**config.mk**
```make
export PLATFORM = sky130hd
export DESIGN_NAME = trapezoid_render_p
export DESIGN_NICKNAME = d
export VERILOG_FILES = /design/src/rtl/trapezoid_render_p.sv
export SDC_FILE = /design/constraint.sdc
export NUM_CORES = 1
export LEC_CHECK = 0
export CORE_ASPECT_RATIO = 1.25
export CORE_MARGIN = 4
export CORE_UTILIZATION = 55
export CTS_CLUSTER_DIAMETER = 200
export DETAILED_ROUTE_END_ITERATION = 12
export HOLD_SLACK_MARGIN = 0.05
export PLACE_DENSITY = 0.76
export SKIP_CTS_REPAIR_TIMING = 1
export SYNTH_ARGS = -nofsm -noshare
export SYNTH_HDL_FRONTEND = slang
export SYNTH_SLANG_ARGS = --single-unit
```
**constraint.sdc**
```tcl
create_clock -name clk -period 8.8 [get_ports clk]
set_input_delay 1.76 -clock clk [delete_from_list [all_inputs] [get_ports clk]]
set_output_delay 1.76 -clock clk [all_outputs]
set_load 0.03 [all_outputs]
```
**src/rtl/trapezoid_render_p.sv**
```systemverilog
// Trapezoid rasteriser: loads four vertices, emits every lattice point row by row with backpressure.
// Optional `TRAP_PCOUNT_EN adds the done pulse and the accepted-point counter pcount.
module trapezoid_render_p #(
    parameter int CW = 8
) (
    input  logic          clk,
    input  logic          reset,
    input  logic          nt,
    input  logic [CW-1:0] xi,
    input  logic [CW-1:0] yi,
    output logic          busy,
    output logic          po,
    output logic [CW-1:0] xo,
    output logic [CW-1:0] yo,
    input  logic          oready
`ifdef TRAP_PCOUNT_EN
    ,
    output logic          done,
    output logic [2*CW:0] pcount
`endif
);

    localparam int AW   = CW + 2;
    localparam int CNTW = (CW + 1 > 4) ? $clog2(CW + 1) : 2;
    localparam logic signed [AW-1:0] ONE_S  = AW'(1);
    localparam logic signed [AW-1:0] ZERO_S = '0;

    typedef enum logic [2:0] {S_IDLE, S_LOAD, S_SETUP, S_ROW, S_EMIT} state_t;

    state_t                 r_state;
    logic [CNTW-1:0]        r_cnt;
    logic                   r_busy, r_po, r_last, r_ydn, r_neg_l, r_neg_r;
    logic [CW-1:0]          r_xo, r_yo, r_y;
    logic [CW-1:0]          r_xul, r_xur, r_xdl, r_xdr, r_yu, r_yd, r_h;
    logic [CW:0]            r_rem_l, r_rem_r;
    logic [CW-1:0]          r_quo_l, r_quo_r;
    logic signed [AW-1:0]   r_al, r_el, r_ar, r_er, r_xr;
`ifdef TRAP_PCOUNT_EN
    logic                   r_done;
    logic [2*CW:0]          r_pcount;
`endif

    logic [2*CW:0]          w_div_l, w_div_r;
    logic [2*AW-1:0]        w_dda_l, w_dda_r;
    logic signed [AW-1:0]   w_ql, w_rl, w_qr, w_rr, w_h, w_xl, w_xr;

    // One restoring-division step; quotient bits shift in as dividend bits shift out.
    function automatic logic [2*CW:0] div_step(input logic [CW:0] rem, input logic [CW-1:0] quo,
                                               input logic [CW-1:0] d);
        logic [CW:0] t;
        t = {rem[CW-1:0], quo[CW-1]};
        if (t >= {1'b0, d})
            return {t - {1'b0, d}, quo[CW-2:0], 1'b1};
        else
            return {t, quo[CW-2:0], 1'b0};
    endfunction

    // Edge position kept as a + e/h with 0 <= e < h; one row step moves it by +/-(q + r/h).
    function automatic logic [2*AW-1:0] dda_step(input logic signed [AW-1:0] a, e, q, r, h,
                                                 input logic neg);
        logic signed [AW-1:0] na, ne;
        if (!neg) begin
            ne = e + r;
            na = a + q;
            if (ne >= h) begin
                ne = ne - h;
                na = na + ONE_S;
            end
        end else begin
            ne = e - r;
            na = a - q;
            if (ne[AW-1]) begin
                ne = ne + h;
                na = na - ONE_S;
            end
        end
        return {na, ne};
    endfunction

    assign w_div_l = div_step(r_rem_l, r_quo_l, r_h);
    assign w_div_r = div_step(r_rem_r, r_quo_r, r_h);
    assign w_ql    = $signed({2'b00, r_quo_l});
    assign w_rl    = $signed({1'b0, r_rem_l});
    assign w_qr    = $signed({2'b00, r_quo_r});
    assign w_rr    = $signed({1'b0, r_rem_r});
    assign w_h     = $signed({2'b00, r_h});
    assign w_dda_l = dda_step(r_al, r_el, w_ql, w_rl, w_h, r_neg_l);
    assign w_dda_r = dda_step(r_ar, r_er, w_qr, w_rr, w_h, r_neg_r);

    // Left bound rounds up, right bound rounds down; a flat trapezoid spans the widest extent.
    always_comb begin
        w_xl = r_al + ((r_el != ZERO_S) ? ONE_S : ZERO_S);
        w_xr = r_ar;
        if (r_h == '0) begin
            w_xl = (r_xdl < r_xul) ? $signed({2'b00, r_xdl}) : $signed({2'b00, r_xul});
            w_xr = (r_xdr > r_xur) ? $signed({2'b00, r_xdr}) : $signed({2'b00, r_xur});
        end
    end

    always_ff @(posedge clk) begin
        if (reset) begin
            r_state <= S_IDLE;
            r_cnt   <= '0;
            r_busy  <= 1'b0;
            r_po    <= 1'b0;
            r_xo    <= '0;
            r_yo    <= '0;
`ifdef TRAP_PCOUNT_EN
            r_done   <= 1'b0;
            r_pcount <= '0;
`endif
        end else begin
`ifdef TRAP_PCOUNT_EN
            r_done <= 1'b0;
`endif
            case (r_state)
                S_IDLE: begin
                    if (nt) begin
                        r_xul   <= xi;
                        r_yu    <= yi;
                        r_busy  <= 1'b1;
                        r_cnt   <= '0;
                        r_state <= S_LOAD;
`ifdef TRAP_PCOUNT_EN
                        r_pcount <= '0;
`endif
                    end
                end
                S_LOAD: begin
                    r_cnt <= r_cnt + CNTW'(1);
                    if (r_cnt == CNTW'(0)) begin
                        r_xur <= xi;
                    end else if (r_cnt == CNTW'(1)) begin
                        r_xdl <= xi;
                        r_yd  <= yi;
                    end else begin
                        r_xdr   <= xi;
                        r_cnt   <= '0;
                        r_state <= S_SETUP;
                    end
                end
                S_SETUP: begin
                    r_cnt <= r_cnt + CNTW'(1);
                    if (r_cnt == CNTW'(0)) begin
                        r_h     <= (r_yu >= r_yd) ? r_yu - r_yd : r_yd - r_yu;
                        r_ydn   <= (r_yu < r_yd);
                        r_neg_l <= (r_xul < r_xdl);
                        r_neg_r <= (r_xur < r_xdr);
                        r_quo_l <= (r_xul >= r_xdl) ? r_xul - r_xdl : r_xdl - r_xul;
                        r_quo_r <= (r_xur >= r_xdr) ? r_xur - r_xdr : r_xdr - r_xur;
                        r_rem_l <= '0;
                        r_rem_r <= '0;
                    end else begin
                        {r_rem_l, r_quo_l} <= w_div_l;
                        {r_rem_r, r_quo_r} <= w_div_r;
                        if (r_cnt == CNTW'(CW)) begin
                            r_al    <= $signed({2'b00, r_xdl});
                            r_el    <= ZERO_S;
                            r_ar    <= $signed({2'b00, r_xdr});
                            r_er    <= ZERO_S;
                            r_y     <= r_yd;
                            r_state <= S_ROW;
                        end
                    end
                end
                S_ROW: begin
                    r_last       <= (r_y == r_yu);
                    {r_al, r_el} <= w_dda_l;
                    {r_ar, r_er} <= w_dda_r;
                    r_y          <= r_ydn ? r_y - CW'(1) : r_y + CW'(1);
                    if (w_xl > w_xr) begin
                        if (r_y == r_yu) begin
                            r_busy  <= 1'b0;
                            r_state <= S_IDLE;
`ifdef TRAP_PCOUNT_EN
                            r_done  <= 1'b1;
`endif
                        end
                    end else begin
                        r_xo    <= w_xl[CW-1:0];
                        r_yo    <= r_y;
                        r_xr    <= w_xr;
                        r_po    <= 1'b1;
                        r_state <= S_EMIT;
                    end
                end
                S_EMIT: begin
                    if (oready) begin
`ifdef TRAP_PCOUNT_EN
                        r_pcount <= r_pcount + {{(2*CW){1'b0}}, 1'b1};
`endif
                        if ($signed({2'b00, r_xo}) == r_xr) begin
                            r_po <= 1'b0;
                            if (r_last) begin
                                r_busy  <= 1'b0;
                                r_state <= S_IDLE;
`ifdef TRAP_PCOUNT_EN
                                r_done  <= 1'b1;
`endif
                            end else begin
                                r_state <= S_ROW;
                            end
                        end else begin
                            r_xo <= r_xo + CW'(1);
                        end
                    end
                end
                default: r_state <= S_IDLE;
            endcase
        end
    end

    assign busy = r_busy;
    assign po   = r_po;
    assign xo   = r_xo;
    assign yo   = r_yo;
`ifdef TRAP_PCOUNT_EN
    assign done   = r_done;
    assign pcount = r_pcount;
`endif

endmodule

```
==> flow_summary.json <==
{
  "post-route-drc-count": 0,
  "final_period_minus_worst_setup_slack_ns": 5.55,
  "number_of_warnings_reported_in_the_yosys_synthesis_log": 0,
  "drt-pass1-iter-count": 5,
  "cts_buffers": 17,
  "worstSetupPathType": "reg2reg",
  "power_frac_clock_pct": 24.0,
  "skew_ns": 0.0116,
  "placement.cell_area_um2": 17200,
  "switchingPower_w": 0.00132,
  "share_of_cells_above_drive_strength_1_pct": 4.31,
  "count_of_mapped_cells_out_of_synthesis": 1854,
  "power.share.combinational_pct": 42.5,
  "setup.worst_path.end_class": "register",
  "path_max_fanout": 12,
  "post-synth-top-area-fraction_pct": 27.7,
  "final.hold.worst_slack_ns": 0.501,
  "timing.critical_path.arrival_ns": 5.92,
  "synth_cell_type_count": 85,
  "synth.most_common_cell": "sky130_fd_sc_hd__ha_1",
  "finalSetupViolCount": 0,
  "average_vias_per_placed_instance": 6.05,
  "synthDominantAreaCellType": "sky130_fd_sc_hd__edfxtp_1",
  "drt_wl_total_mm": 42.5,
  "synth_top_flop_cell": "sky130_fd_sc_hd__edfxtp_1",
  "async_sr_flop_fraction_pct": 0,
  "leakage_nw": 7.43,
  "synth_commonest_cells": "sky130_fd_sc_hd__ha_1, sky130_fd_sc_hd__inv_1, sky130_fd_sc_hd__nor2_1, sky130_fd_sc_hd__edfxtp_1",
  "hold_class": "reg2reg",
  "switching_share_pct": 40.1,
  "first_iter_violations": 1045,
  "pwr_density_cell_nw_per_um2": 184,
  "fillers": 2492,
  "worst_slew_margin_rel_pct": 15.0,
  "synth_edf_count": 152,
  "place.port_buffers": 37,
  "initial_core_util_pct": 56.1,
  "count_of_final_hold_check_violations": 0,
  "grt_antenna_before_repair": 0,
  "core_region_area_um2": 29300,
  "route.detailed.wl_per_inst_um": 18.6,
  "clock-sinks": 177,
  "final_net_count": 2098,
  "startpoint_type": "register",
  "htree_levels": 4,
  "tightest_pin_transition_ns": 1.27,
  "overflow": 0,
  "design_area_um2": 17800,
  "synth_fp_nets": 2084,
  "globalplace.congestion": 0.970,
  "pin_count_of_the_biggest_net_entering_global_routing": 55,
  "unrepaired_setup_endpoints_after_global_routing": "false",
  "tritoncts_clock_tree": "built",
  "timing.max_cap.violations": 0,
  "post-route-period-util_pct": 63.0,
  "netlist_area_um2": 16400,
  "slew_viol_final": 0,
  "clock.fmax_mhz": 180,
  "wire_length_of_the_first_global_routing_pass_mm": 69.0,
  "synth.top_cells.by_area": "sky130_fd_sc_hd__edfxtp_1, sky130_fd_sc_hd__ha_1, sky130_fd_sc_hd__xnor2_1",
  "internal_power_w": 0.00197,
  "synthToLayoutAreaGrowth_pct": 8.28,
  "route.antenna.remaining_nets": 0,
  "critPathRequiredTime_ns": 9.17,
  "gr-usage-all-layers_pct": 25.9,
  "die_x_um": 163,
  "number_of_buffers_between_clock_root_and_the_deepest_sink": 2,
  "clkTransAtPathRegs_ns": 0.08,
  "sequential_fraction_of_the_synthesis_area_pct": 30.8,
  "synth_area_per_cell_um2": 8.87,
  "vias_after_detailed_routing": 13800,
  "result_of_the_run": "complete, no violations",
  "vdd.ir_drop.worst_uv": 199,
  "pin_count": 38,
  "floorplan.die.height_um": 201,
  "diodes": 0,
  "p_seq_share_pct": 33.5,
  "worstSkewPairLatency_ns": 0.44,
  "detailedPlacementHpwl_mm": 32.7,
  "floorplan.die_area_um2": 32800,
  "fin_setup_tns_ns": 0,
  "synth.ff_latch_count": 177,
  "number_of_global_route_vias_before_repair": 13900,
  "cts-root-buf": "sky130_fd_sc_hd__clkbuf_16",
  "placementRows": 70
}
[flip-flops by register name, indices dropped and copies added (netlist names), 9 cells and up]
| register | count |
|---|---|
| r_al | 10 |
| r_ar | 10 |
| r_xr | 10 |
| r_rem_r | 9 |
| r_er | 10 |
| r_rem_l | 9 |
| r_el | 10 |
[power by group through the flow]
stage / combinational, W / clock [W] / sequential [W]
detailed placement: 0.00137 / 0 / 0.00112
global route: 0.00155 / 0.000832 / 0.00111
finish: 0.00140 / 0.000788 / 0.00110
floorplan: 0.00107 / 0 / 0.00109
global placement: 0.00134 / 0 / 0.00112
CTS: 0.00138 / 0.000791 / 0.00110
[worst paths after layout]
check / start / to / slack, ns / cells past startpoint
max: r_xul[0] / xo[0] / 3.25 / 19
min: yo[7] / yo[7] / 0.50 / 2
max reg2reg: r_xul[0] / xo[0] / 3.25 / 19
min reg2reg: yo[7] / yo[7] / 0.50 / 2
[metrics by stage]
step	instances	power (W)	util [%]	setup WS, ns
after floorplan	1854	0.00216	-	1.25
after global placement	2245	0.00246	58.7	3.55
after detailed placement	2245	0.00249	58.7	3.37
after CTS	2277	0.00328	60.7	3.34
after global routing	2277	0.00349	60.7	2.84
final	2277	0.00329	60.7	3.25
[logic make-up after synthesis]
| logic type | after synthesis | share of synthesized area [%] |
|---|---|---|
| AOI/OAI and AO/OA | 474 | 18.7 |
| xor gates and xnor gates | 147 | 7.83 |
| adders and majority gates | 210 | 16.9 |
| DFF | 177 | 30.8 |
| muxes | 72 | 4.47 |
| and+or+nand+nor | 533 | 15.6 |
| buffers and inverters | 241 | 5.63 |
[layer usage]
| layer | up-vias | part of all wire [%] | global-route usage (%) |
|---|---|---|---|
| met5 | - | 0 | 0 |
| met4 | 0 | 3.8 | 11.1 |
| met3 | 107 | 4.4 | 2.97 |
| met2 | 420 | 51 | 46.8 |
| met1 | 6589 | 41 | 30.7 |
| li1 | 6658 | - | - |
[placed cells by master, fill, tap and decap left out, types with 11 or more instances in the layout]
cell | Yosys | routed
sky130_fd_sc_hd__clkbuf_16 | 0 | 17
sky130_fd_sc_hd__clkdlybuf4s50_1 | 0 | 37
sky130_fd_sc_hd__buf_4 | 0 | 14
sky130_fd_sc_hd__a21o_1 | 35 | 35
sky130_fd_sc_hd__o21a_1 | 23 | 23
sky130_fd_sc_hd__nand4_1 | 22 | 22
sky130_fd_sc_hd__fa_1 | 21 | 21
sky130_fd_sc_hd__edfxtp_1 | 152 | 152
sky130_fd_sc_hd__or3_1 | 16 | 16
sky130_fd_sc_hd__o21bai_1 | 16 | 16
sky130_fd_sc_hd__dfxtp_1 | 25 | 25
sky130_fd_sc_hd__nor3_1 | 39 | 37
sky130_fd_sc_hd__a211oi_1 | 26 | 26
sky130_fd_sc_hd__o21ai_0 | 116 | 116
sky130_fd_sc_hd__nor2b_1 | 45 | 45
sky130_fd_sc_hd__ha_1 | 189 | 189
sky130_fd_sc_hd__and3_1 | 16 | 16
sky130_fd_sc_hd__xor2_1 | 55 | 55
sky130_fd_sc_hd__nand2_1 | 128 | 128
sky130_fd_sc_hd__a21oi_1 | 128 | 128
sky130_fd_sc_hd__nand3_1 | 24 | 23
sky130_fd_sc_hd__mux2i_1 | 61 | 61
sky130_fd_sc_hd__nor4_1 | 16 | 15
sky130_fd_sc_hd__nor2_1 | 173 | 173
sky130_fd_sc_hd__mux2_2 | 11 | 11
sky130_fd_sc_hd__o211ai_1 | 19 | 19
sky130_fd_sc_hd__inv_1 | 183 | 183
sky130_fd_sc_hd__xnor2_1 | 92 | 92
sky130_fd_sc_hd__nand2b_1 | 19 | 19
[area by class of cell]
| type | instances | area (µm²) | area share [%] |
|---|---|---|---|
| inverter | 185 | 694 | 3.90 |
| sequential | 177 | 5060 | 28.4 |
| timing repair buffer | 51 | 475 | 2.67 |
| clock buffer | 18 | 429 | 2.41 |
| multi-input combinational | 1436 | 10500 | 58.9 |
| tap | 396 | 495 | 2.78 |
| clock inverter | 14 | 166 | 0.934 |
[critical path, stage by stage (launching register included)]
cell and delay, ns:
sky130_fd_sc_hd__edfxtp_1 0.43, sky130_fd_sc_hd__ha_1 0.28, sky130_fd_sc_hd__fa_1 0.40, sky130_fd_sc_hd__nor2b_1 0.11, sky130_fd_sc_hd__o21ai_0 0.11, sky130_fd_sc_hd__a21oi_1 0.17, sky130_fd_sc_hd__o21ai_0 0.10, sky130_fd_sc_hd__a21oi_2 0.55
sky130_fd_sc_hd__mux2i_1 0.37, sky130_fd_sc_hd__o21ai_0 0.20, sky130_fd_sc_hd__ha_1 0.35, sky130_fd_sc_hd__nor2b_1 0.13, sky130_fd_sc_hd__o21a_1 0.15, sky130_fd_sc_hd__o21ai_0 0.16, sky130_fd_sc_hd__a21oi_1 0.09, sky130_fd_sc_hd__o31ai_1 0.23
sky130_fd_sc_hd__a31oi_1 0.22, sky130_fd_sc_hd__nor2_1 0.93, sky130_fd_sc_hd__o211ai_1 0.26, sky130_fd_sc_hd__a21oi_1 0.21
(Power assumes the default switching activity.)
